$ cat src/rtl/uart_tx_arbiter.sv
// rtl/uart_tx_arbiter.sv - two-requester round-robin UART transmitter with optional parity
module uart_tx_arbiter #(
    parameter int CLKS_PER_BIT = 16,
    parameter int PARITY_EN    = 0,
    parameter int PARITY_ODD   = 0
) (
    input  logic       clk,
    input  logic       rst,
    input  logic [1:0] req,
    input  logic [7:0] data0,
    input  logic [7:0] data1,
    output logic [1:0] grant,
    output logic       busy,
    output logic       done,
    output logic       txd
);

    localparam int            CW        = (CLKS_PER_BIT > 1) ? $clog2(CLKS_PER_BIT) : 1;
    localparam logic [CW-1:0] BAUD_LAST = CW'(CLKS_PER_BIT - 1);
    localparam logic          ODD_BIT   = (PARITY_ODD != 0);

    typedef enum logic [2:0] {
        IDLE,
        START,
        DATA,
        PARITY,
        STOP
    } state_t;

    state_t          r_state;
    logic [1:0]      r_req;
    logic [1:0]      r_grant;
    logic [CW-1:0]   r_baud;
    logic [2:0]      r_bit;
    logic [7:0]      r_shift;
    logic            r_par;
    logic            r_last;
    logic            r_busy;
    logic            r_done;
    logic            r_txd;

    logic            w_pick1;
    logic [7:0]      w_sel;
    logic            w_bit_end;

    // Requester 1 wins when it is alone, or when both ask and 0 was served last.
    assign w_pick1   = r_req[1] & (~r_req[0] | ~r_last);
    assign w_sel     = w_pick1 ? data1 : data0;
    assign w_bit_end = (r_baud == BAUD_LAST);

    assign grant = r_grant;
    assign busy  = r_busy;
    assign done  = r_done;
    assign txd   = r_txd;

    // Arbitration, baud timing and frame sequencing; all outputs registered.
    always_ff @(posedge clk or negedge rst) begin
        if (!rst) begin
            r_state <= IDLE;
            r_req   <= 2'b00;
            r_grant <= 2'b00;
            r_baud  <= '0;
            r_bit   <= 3'd0;
            r_shift <= 8'h00;
            r_par   <= 1'b0;
            r_last  <= 1'b1;
            r_busy  <= 1'b0;
            r_done  <= 1'b0;
            r_txd   <= 1'b1;
        end else begin
            r_req   <= req;
            r_grant <= 2'b00;
            r_done  <= 1'b0;
            case (r_state)
                IDLE: begin
                    if (r_req != 2'b00) begin
                        r_grant <= w_pick1 ? 2'b10 : 2'b01;
                        r_last  <= w_pick1;
                        r_shift <= w_sel;
                        r_par   <= (^w_sel) ^ ODD_BIT;
                        r_busy  <= 1'b1;
                        r_txd   <= 1'b0;
                        r_baud  <= '0;
                        r_bit   <= 3'd0;
                        r_state <= START;
                    end
                end
                START: begin
                    if (w_bit_end) begin
                        r_baud  <= '0;
                        r_txd   <= r_shift[0];
                        r_shift <= r_shift >> 1;
                        r_bit   <= 3'd0;
                        r_state <= DATA;
                    end else begin
                        r_baud <= r_baud + 1'b1;
                    end
                end
                DATA: begin
                    if (w_bit_end) begin
                        r_baud <= '0;
                        if (r_bit == 3'd7) begin
                            if (PARITY_EN != 0) begin
                                r_txd   <= r_par;
                                r_state <= PARITY;
                            end else begin
                                r_txd   <= 1'b1;
                                r_state <= STOP;
                            end
                        end else begin
                            r_bit   <= r_bit + 3'd1;
                            r_txd   <= r_shift[0];
                            r_shift <= r_shift >> 1;
                        end
                    end else begin
                        r_baud <= r_baud + 1'b1;
                    end
                end
                PARITY: begin
                    if (w_bit_end) begin
                        r_baud  <= '0;
                        r_txd   <= 1'b1;
                        r_state <= STOP;
                    end else begin
                        r_baud <= r_baud + 1'b1;
                    end
                end
                STOP: begin
                    if (w_bit_end) begin
                        r_baud  <= '0;
                        r_busy  <= 1'b0;
                        r_done  <= 1'b1;
                        r_state <= IDLE;
                    end else begin
                        r_baud <= r_baud + 1'b1;
                    end
                end
                default: begin
                    r_state <= IDLE;
                end
            endcase
        end
    end

endmodule

$ cat config.mk
export PLATFORM = sky130hd
export DESIGN_NAME = uart_tx_arbiter
export DESIGN_NICKNAME = d
export VERILOG_FILES = /design/src/rtl/uart_tx_arbiter.sv
export SDC_FILE = /design/constraint.sdc
export NUM_CORES = 1
export LEC_CHECK = 0
export ABC_AREA = 1
export CAP_MARGIN = 20
export CORE_MARGIN = 2
export CORE_UTILIZATION = 52
export DETAILED_ROUTE_END_ITERATION = 6
export PLACE_DENSITY = 0.8
export SETUP_SLACK_MARGIN = 0.2
export SLEW_MARGIN = 0
export SYNTH_ARGS = -nofsm -noshare
export SYNTH_HDL_FRONTEND = slang
export SYNTH_SLANG_ARGS = --single-unit
$ cat constraint.sdc
create_clock -name clk -period 1.88 [get_ports clk]
set_clock_uncertainty 0.2 [all_clocks]
set_input_delay 0.47 -clock clk [delete_from_list [all_inputs] [get_ports clk]]
set_output_delay 0.47 -clock clk [all_outputs]
set_load 0.03 [all_outputs]
**Word-level counts from Yosys, hierarchy flattened**

Cells that the tools add are included.
W data, S select, Z words.

- Bits in registers: 26
- Latch bits: 0
- Bits in writable memories: 0
- Bits in read-only memories: 0
- Bits of input ports: 20
- Output and inout port bits: 5
- Word-level logic and storage cells: 76
- Memories kept: 0

- Add/subtract/negate cells: 2
- Multiply operators: 0
- Divide/modulo/power cells: 0
- Order comparisons: 0
- Equal/unequal tests: 13
- Shift operators: 0
- Muxes and demuxes: 34
- Bitwise gates (word level): 4
- Reductions and logical operators: 13

Operators with widths:

| operator | number |
|---|---|
| $mux W8 | 5 |
| $mux W3 | 9 |
| $pmux W8 S3 | 1 |
| $pmux W3 S5 | 1 |
| $ne A2 B2 Y1 const B | 7 |
| $reduce_and A5 Y1 | 2 |
| $mux W1 | 9 |
| $pmux W3 S3 | 1 |
| $mux W4 | 2 |
| $pmux W4 S2 | 1 |
| $eq A3 B2 Y1 const B | 2 |
| $eq A3 B3 Y1 const B | 2 |
| $mux W2 | 3 |
| $reduce_and A6 Y1 | 1 |
| $reduce_bool A2 Y1 | 3 |
| $add A4 B1 Y4 const B | 1 |
| $eq A4 B4 Y1 const B | 1 |
| $pmux W1 S4 | 1 |
| $reduce_and A2 Y1 | 2 |
| $reduce_bool A4 Y1 | 1 |
| $reduce_or A4 Y1 | 1 |
| $add A3 B1 Y3 const B | 1 |
| $eq A3 B1 Y1 const B | 1 |
| $logic_not A3 Y1 | 1 |
| other kinds (6) | 7 |

**Logic depth before layout (Yosys ltp)**

Gate-level depths: netlist of the first run.

- Depth after elaboration: 6
- Mapped depth: 10
- Mapped depth without buffers: 9

**Least setup slack after synthesis of the first run**

No wires, ideal clock.

- Path kind: flip-flop to flip-flop
- Start point: reg r_bit[0]
- End point: reg r_bit[0]
- Library setup time: 0.121 ns
- Arrival time: 1.307 ns
- Required time: 1.559 ns
- Path slack: 0.252 ns
- Stages on the path, launching flop included: 10
- Buffers on the path: 1
- Period minus slack after synthesis: 1.628 ns
- Path through: dfrtp_1 > ha_1 > ha_1 > inv_1 > nand4_1 > nand2_1 > nand2_2 > buf_6 > o21bai_1 > nand2_1

- Word-level cells in the longest chain between the ends: 4
- Elaborated cells between the ends (all ways): 7
- Classes of those cells: add/sub: 1; eq/ne: 2; mux: 3; reduce/logical: 1

Ends and longest elaborated chain:

| element | line | RTL |
|---|---|---|
| start, declared | 34 | `logic [2:0] r_bit;` |
| start signal, assigned | 111 | `r_bit <= r_bit + 3'd1;` |
| $add A3 B1 Y3 | 111 |  |
| $mux W3 | 102 | `if (r_bit == 3'd7) begin` |
| $mux W3 | 100 | `if (w_bit_end) begin` |
| $pmux W3 S3 | 74 | `case (r_state)` |

Several ways; a longest one is shown, not always the timed one. The select of a mux whose other input is x is not followed.
A chain may end at the register's enable or synchronous reset.

**Worst setup path in the final report of the first run**

- Start point: reg r_bit[1]
- End point: reg r_state[1]

- Word-level cells in the longest chain between the ends: 3

Ends and longest elaborated chain:

| element | line | RTL |
|---|---|---|
| $eq A3 B3 Y1 | 102 |  |
| $ne A2 B2 Y1 (no source line) | -- |  |
| $reduce_and A6 Y1 (no source line) | -- |  |
| end signal, assigned | 105 | `r_state <= PARITY;` |
| end signal, assigned | 108 | `r_state <= STOP;` |
| end signal, assigned | 123 | `r_state <= STOP;` |
| end, declared | 30 | `state_t r_state;` |

Every way passes these cells.

==> results of run 1 <==
-- final cells by class --
type,instances,share of cell area
repair buffers,34,0.166
multi-input cells,147,0.404
clock buffers,3,0.0118
clock inverters,1,0.0157
well taps,31,0.0203
inverters,20,0.0393
flip-flops and latches,26,0.343
-- flip-flops by register name, summed over array words and instances (netlist names) --
signal   count
busy         1
done         1
grant        2
r_baud       4
r_bit        3
r_last       1
r_req        2
r_shift      8
r_state      3
txd          1
-- power breakdown --
group	total (mW)	leakage (nW)	switching [mW]	internal [mW]
clock	0.397	0.0279	0.181	0.216
combinational	1.51	0.639	0.947	0.568
sequential	0.922	0.323	0.163	0.759
-- per-stage QoR --
step	cells	setup slack (ns)	instance area, um2	util
after global placement	251	0.0453	1780	0.644
after detailed placement	251	0.0387	1780	0.644
final	262	0.0920	1910	0.693
after floorplan	198	0.252	1510	-
after CTS	259	0.100	1870	0.676
after global routing	262	0.0308	1910	0.693
-- cell families after synthesis --
group	Yosys count	share of synthesized area
compound gates	23	0.0964
buf+inv	26	0.0840
simple gates	118	0.349
flops	26	0.434
xor+xnor	2	0.0116
fa+ha+maj	3	0.0249
-- routing by layer --
layer,track usage,vias to the layer above
met5,0,-
met4,0.0831,0
met3,0.0290,5
met2,0.385,47
met1,0.276,651
li1,-,687
-- worst max-delay path by stage --
stage | cells after the start | slack [ns] | start | to
global placement | 1 | 0.05 | txd | txd
floorplan | 9 | 0.25 | r_bit[0] | r_bit[0]
CTS | 9 | 0.10 | r_bit[1] | r_shift[4]
finish | 11 | 0.09 | r_bit[1] | r_state[1]
global route | 9 | 0.03 | r_bit[1] | r_shift[4]
detailed placement | 1 | 0.04 | txd | txd
-- synth_stat cells --
library cell,instances
buf_6,3
buf_2,2
o21bai_1,11
nand2_4,1
xor2_1,1
nor2_2,1
o21ai_0,6
o211ai_1,1
nor2_1,9
nand3_1,16
buf_4,1
nand2_2,4
inv_1,18
ha_1,3
xnor2_1,1
nand3_2,4
nor2_4,1
o21ai_1,1
nand2_1,79
inv_2,2
dfstp_2,2
nand3b_1,2
nand4_1,1
dfrtp_1,24
a21oi_1,4
-- repair_timing --
item / CTS / global route
pin swaps: 7 / 8
endpoints found under the setup margin: 21 / 18
gates cloned: 0 / 1
buffers inserted: 4 / 2
gates resized for setup: 26 / 17
-- worst max-delay path, delay by kind of cell, from the launching register on --
family | cells | cell delay [ns]
adders and majority gates | 2 | 0.37
and+or+nand+nor | 4 | 0.33
buffers and inverters | 5 | 0.37
DFF | 1 | 0.42
==> results.sh, run 1 <==
export IMPL_wl_met2_mm=1.84
export IMPL_max_slew_margin=0.766
export IMPL_wl_met1_mm=1.47
export IMPL_synth_nets=221
export IMPL_grt_pass1_vias=1304
export IMPL_path_cells="ha_2, ha_4, inv_2, buf_4, buf_6, buf_6, nand3_2, nand2_2, inv_2, nand3b_1, nand2_1"
export IMPL_clkTransAtPathRegs_ns=0.15
export IMPL_dpl_hpwl_mm=2.35
export IMPL_wl_per_cell_um=13.4
export IMPL_ant_nets=0
export IMPL_grt_pass1_wl_mm=5.70
export IMPL_worstHoldPathType="input port to asynchronous set/reset pin"
export IMPL_slowest_stage="dfrtp_1"
export IMPL_cts_tree="built"
export IMPL_clockBufferDepth=2
export IMPL_synth_area_leaders="dfrtp_1 (40%), nand2_1 (20%), o21bai_1 (5.5%)"
export IMPL_cts_made_buffers=3
export IMPL_yosys_warnings=0
export IMPL_grt_max_degree=27
export IMPL_synth_distinct_cells=25
export IMPL_cp_max_fo=3
export IMPL_r2r_start="r_bit[1]"
export IMPL_drive_gt1_frac=0.195
export IMPL_track_usage=0.220
export IMPL_htree_num_levels=1
export IMPL_final_hold_viol_count=0
export IMPL_reg2reg_to="r_state[1]"
export IMPL_routabilityCongestion=0.816
export IMPL_pin_count=25
export IMPL_drt_pass1_iter_count=4
export IMPL_fin_crit_sh=0.951
export IMPL_start_util=0.546
export IMPL_die_area_um2=3340
export IMPL_setup_viol=0
export IMPL_tightest_slew_ns=0.350
export IMPL_max_freq_mhz=559
export IMPL_fp_row_count=19
export IMPL_crit_type="register to register"
export IMPL_dr_total_vias=1390
export IMPL_r2r_cells=11
export IMPL_hold_slack_ns=0.277
export IMPL_max_stage_delay_ns=0.42
export IMPL_status="finished clean"
export IMPL_cts_root_buf="clkbuf_4"
export IMPL_drt_iter0_markers=36
export IMPL_drt_wl_total_mm=3.52
export IMPL_arrival_ns=1.83
export IMPL_drcViolationCount=0
export IMPL_nets=255
export IMPL_n_antenna_cell=0
export IMPL_finalMaxSlewViolations=0
export IMPL_required_ns=1.93
export IMPL_routed_top_layer="met4"
export IMPL_end_kind="register"
export IMPL_yosys_register_bits=26
export IMPL_die_h_um=57.8
export IMPL_maxCapViolCount=0
export IMPL_multi_input_area_um2=772
export IMPL_ff_latch_area_um2=656
export IMPL_ys_seq_area_frac=0.434
export IMPL_ir_drop_v=0.000972
export IMPL_dr_wl_met3_um=165
export IMPL_final_cell_mix="nand2_1 (77), dfrtp_1 (22), clkdlybuf4s50_1 (19)"
export IMPL_synthCells=198
export IMPL_synth_top_area_frac=0.399
export IMPL_syn_area_per_cell_um2=7.60
export IMPL_core_area_um2=2760
export IMPL_clk_latency_ns=0.34
export IMPL_grt_antenna_before_repair=0
export IMPL_synth_top_cell_by_area="dfrtp_1"
export IMPL_leakage_nw=0.990
export IMPL_dieWidth_um=57.8
export IMPL_power_density_nw_per_um2=1480
export IMPL_area_growth_pct=26.9
export IMPL_filler_cell_count=208
export IMPL_syn_area_um2=1510
export IMPL_final_common_cell="nand2_1"
export IMPL_crit_path_start_kind="register"
export IMPL_regToRegSetupSlack_ns=0.09
export IMPL_tns_ns=0
export IMPL_gr_total_overflow=0
export IMPL_via_per_inst=5.31
export IMPL_rsz0062_at_grt="yes"
export IMPL_clock_sinks=26
export IMPL_layout_min_cycle_time_ns=1.79
export IMPL_port_buffers=24
export IMPL_holdBufCountCts=0
export IMPL_total_power_mw=2.83
(Power assumes the default switching activity.)
==> run 2: changes to the inputs <==
CAP_MARGIN = 30   (was 20)
SETUP_SLACK_MARGIN = not set   (was 0.2)
==> results.sh, run 2 (same netlist as run 1, synthesis figures left out) <==
export IMPL_status="finished clean"
export IMPL_arrival_ns=1.84
export IMPL_final_common_cell="nand2_1"
export IMPL_layout_min_cycle_time_ns=1.80
export IMPL_final_hold_viol_count=0
export IMPL_crit_type="register to register"
export IMPL_tightest_slew_ns=0.337
export IMPL_max_slew_margin=0.776
export IMPL_dp_slack_ns=0.0387
export IMPL_nets=250
export IMPL_crit_path_start_kind="register"
export IMPL_via_per_inst=5.21
export IMPL_largest_reg_flops=8
export IMPL_cts_made_buffers=3
export IMPL_tns_ns=0
export IMPL_r2r_start="r_bit[0]"
export IMPL_final_cell_mix="nand2_1 (79), dfrtp_1 (24), clkdlybuf4s50_1 (19)"
export IMPL_max_freq_mhz=555
export IMPL_filler_cell_count=225
export IMPL_cts_root_buf="clkbuf_4"
export IMPL_rsz0062_at_grt="yes"
export IMPL_clock_sinks=26
export IMPL_grt_pass1_vias=1296
export IMPL_grt_pass1_wl_mm=5.60
export IMPL_die_h_um=57.8
export IMPL_clk_latency_ns=0.34
export IMPL_track_usage=0.214
export IMPL_fin_crit_sh=0.959
export IMPL_power_density_nw_per_um2=1480
export IMPL_drt_pass1_iter_count=4
export IMPL_die_area_um2=3340
export IMPL_htree_num_levels=1
export IMPL_maxCapViolCount=0
export IMPL_wl_per_cell_um=12.2
export IMPL_dpl_hpwl_mm=2.35
export IMPL_dp_cells=251
export IMPL_regMostFlops="r_shift"
export IMPL_cp_max_fo=7
export IMPL_required_ns=1.92
export IMPL_reg_top3="r_shift (8), r_baud (4)"
export IMPL_setup_ws_ns=0.0770
export IMPL_drive_gt1_frac=0.128
export IMPL_layout_cells_non_filler=257
export IMPL_worstHoldPathType="input port to asynchronous set/reset pin"
export IMPL_clockBufferDepth=2
export IMPL_dr_total_vias=1338
export IMPL_port_buffers=24
export IMPL_leakage_nw=0.970
export IMPL_setup_viol=0
export IMPL_grt_max_degree=27
export IMPL_gr_total_overflow=0
export IMPL_drcViolationCount=0
export IMPL_ant_nets=0
export IMPL_clkTransAtPathRegs_ns=0.15
export IMPL_fp_row_count=19
export IMPL_grt_antenna_before_repair=0
export IMPL_routabilityCongestion=0.816
export IMPL_hold_slack_ns=0.276
export IMPL_pin_count=25
export IMPL_drt_iter0_markers=39
export IMPL_cts_tree="built"
export IMPL_core_area_um2=2760
export IMPL_finalMaxSlewViolations=0
export IMPL_start_util=0.546
export IMPL_n_antenna_cell=0
export IMPL_timing_critical_path_from="r_bit[0]"
export IMPL_end_kind="register"
export IMPL_drt_wl_total_mm=3.14
export IMPL_dieWidth_um=57.8
export IMPL_area_growth_pct=22.4
export IMPL_ir_drop_v=0.000941
==> run 2: worst paths after layout <==
check	slack (ns)	end	cells after the start
worst min-delay path	0.28	r_req[0]	2
worst min register to register	0.31	busy	2
worst max register to register	0.08	r_shift[4]	9
worst max-delay path	0.08	r_shift[4]	9
max in group asynchronous	0.91	txd	2
min in group clk	0.31	busy	2
==> run 2: critical path: stages, from the launching register on <==
cell and delay [ns]:
dfrtp_1 0.43, ha_2 0.19, ha_2 0.18, inv_2 0.06
nand4_1 0.07, nand2_1 0.12, nand2_4 0.10, buf_12 0.14
o21bai_1 0.13, nand2_1 0.09
==> run 2: area by class of cell <==
cell class              count  area (um2)  area share
inverters                  20        75.1      0.0408
flip-flops and latches     26         653       0.355
clock buffers               3        22.5      0.0122
clock inverters             1        30.0      0.0163
multi-input cells         147         742       0.403
well taps                  31        38.8      0.0211
repair buffers             29         280       0.152
==> run 2: metrics by stage <==
| step | instance area, um2 | util | power, mW |
|---|---|---|---|
| 5_1_grt | 1840 | 0.668 | 2.96 |
| 6_report | 1840 | 0.668 | 2.72 |
| 2_1_floorplan | 1510 | - | 1.98 |
| 3_5_place_dp | 1780 | 0.644 | 2.29 |
| 4_1_cts | 1820 | 0.662 | 2.67 |
| 3_3_place_gp | 1780 | 0.644 | 2.21 |
==> run 2: repair_timing <==
action,in CTS,in global routing
cloned,0,1
endpoints found under the setup margin,5,14
pin swaps,0,5
setup buffers,0,1
hold buffers,0,0
resized for setup,7,6
==> run 2: power breakdown <==
part           internal [mW]  leakage (nW)  switching (mW)  total (mW)
registers              0.755         0.326           0.149       0.904
logic                  0.534         0.616           0.889        1.42
clock network          0.216        0.0279           0.181       0.397
total                   1.50         0.970            1.22        2.72
==> run 2: routing by layer <==
layer | GRT usage | part of all wire | up-vias | wire length (um)
li1 | - | - | 678 | -
met1 | 0.263 | 0.45 | 622 | 1400
met2 | 0.378 | 0.50 | 33 | 1570
met3 | 0.0290 | 0.035 | 5 | 111
met4 | 0.0864 | 0.017 | 0 | 52
met5 | 0 | 0 | - | 0
==> run 3: changes to the inputs <==
CAP_MARGIN = 10   (was 30)
==> results of run 3 <==
The final DEF is identical to that of run 2; final timing and power are the same.
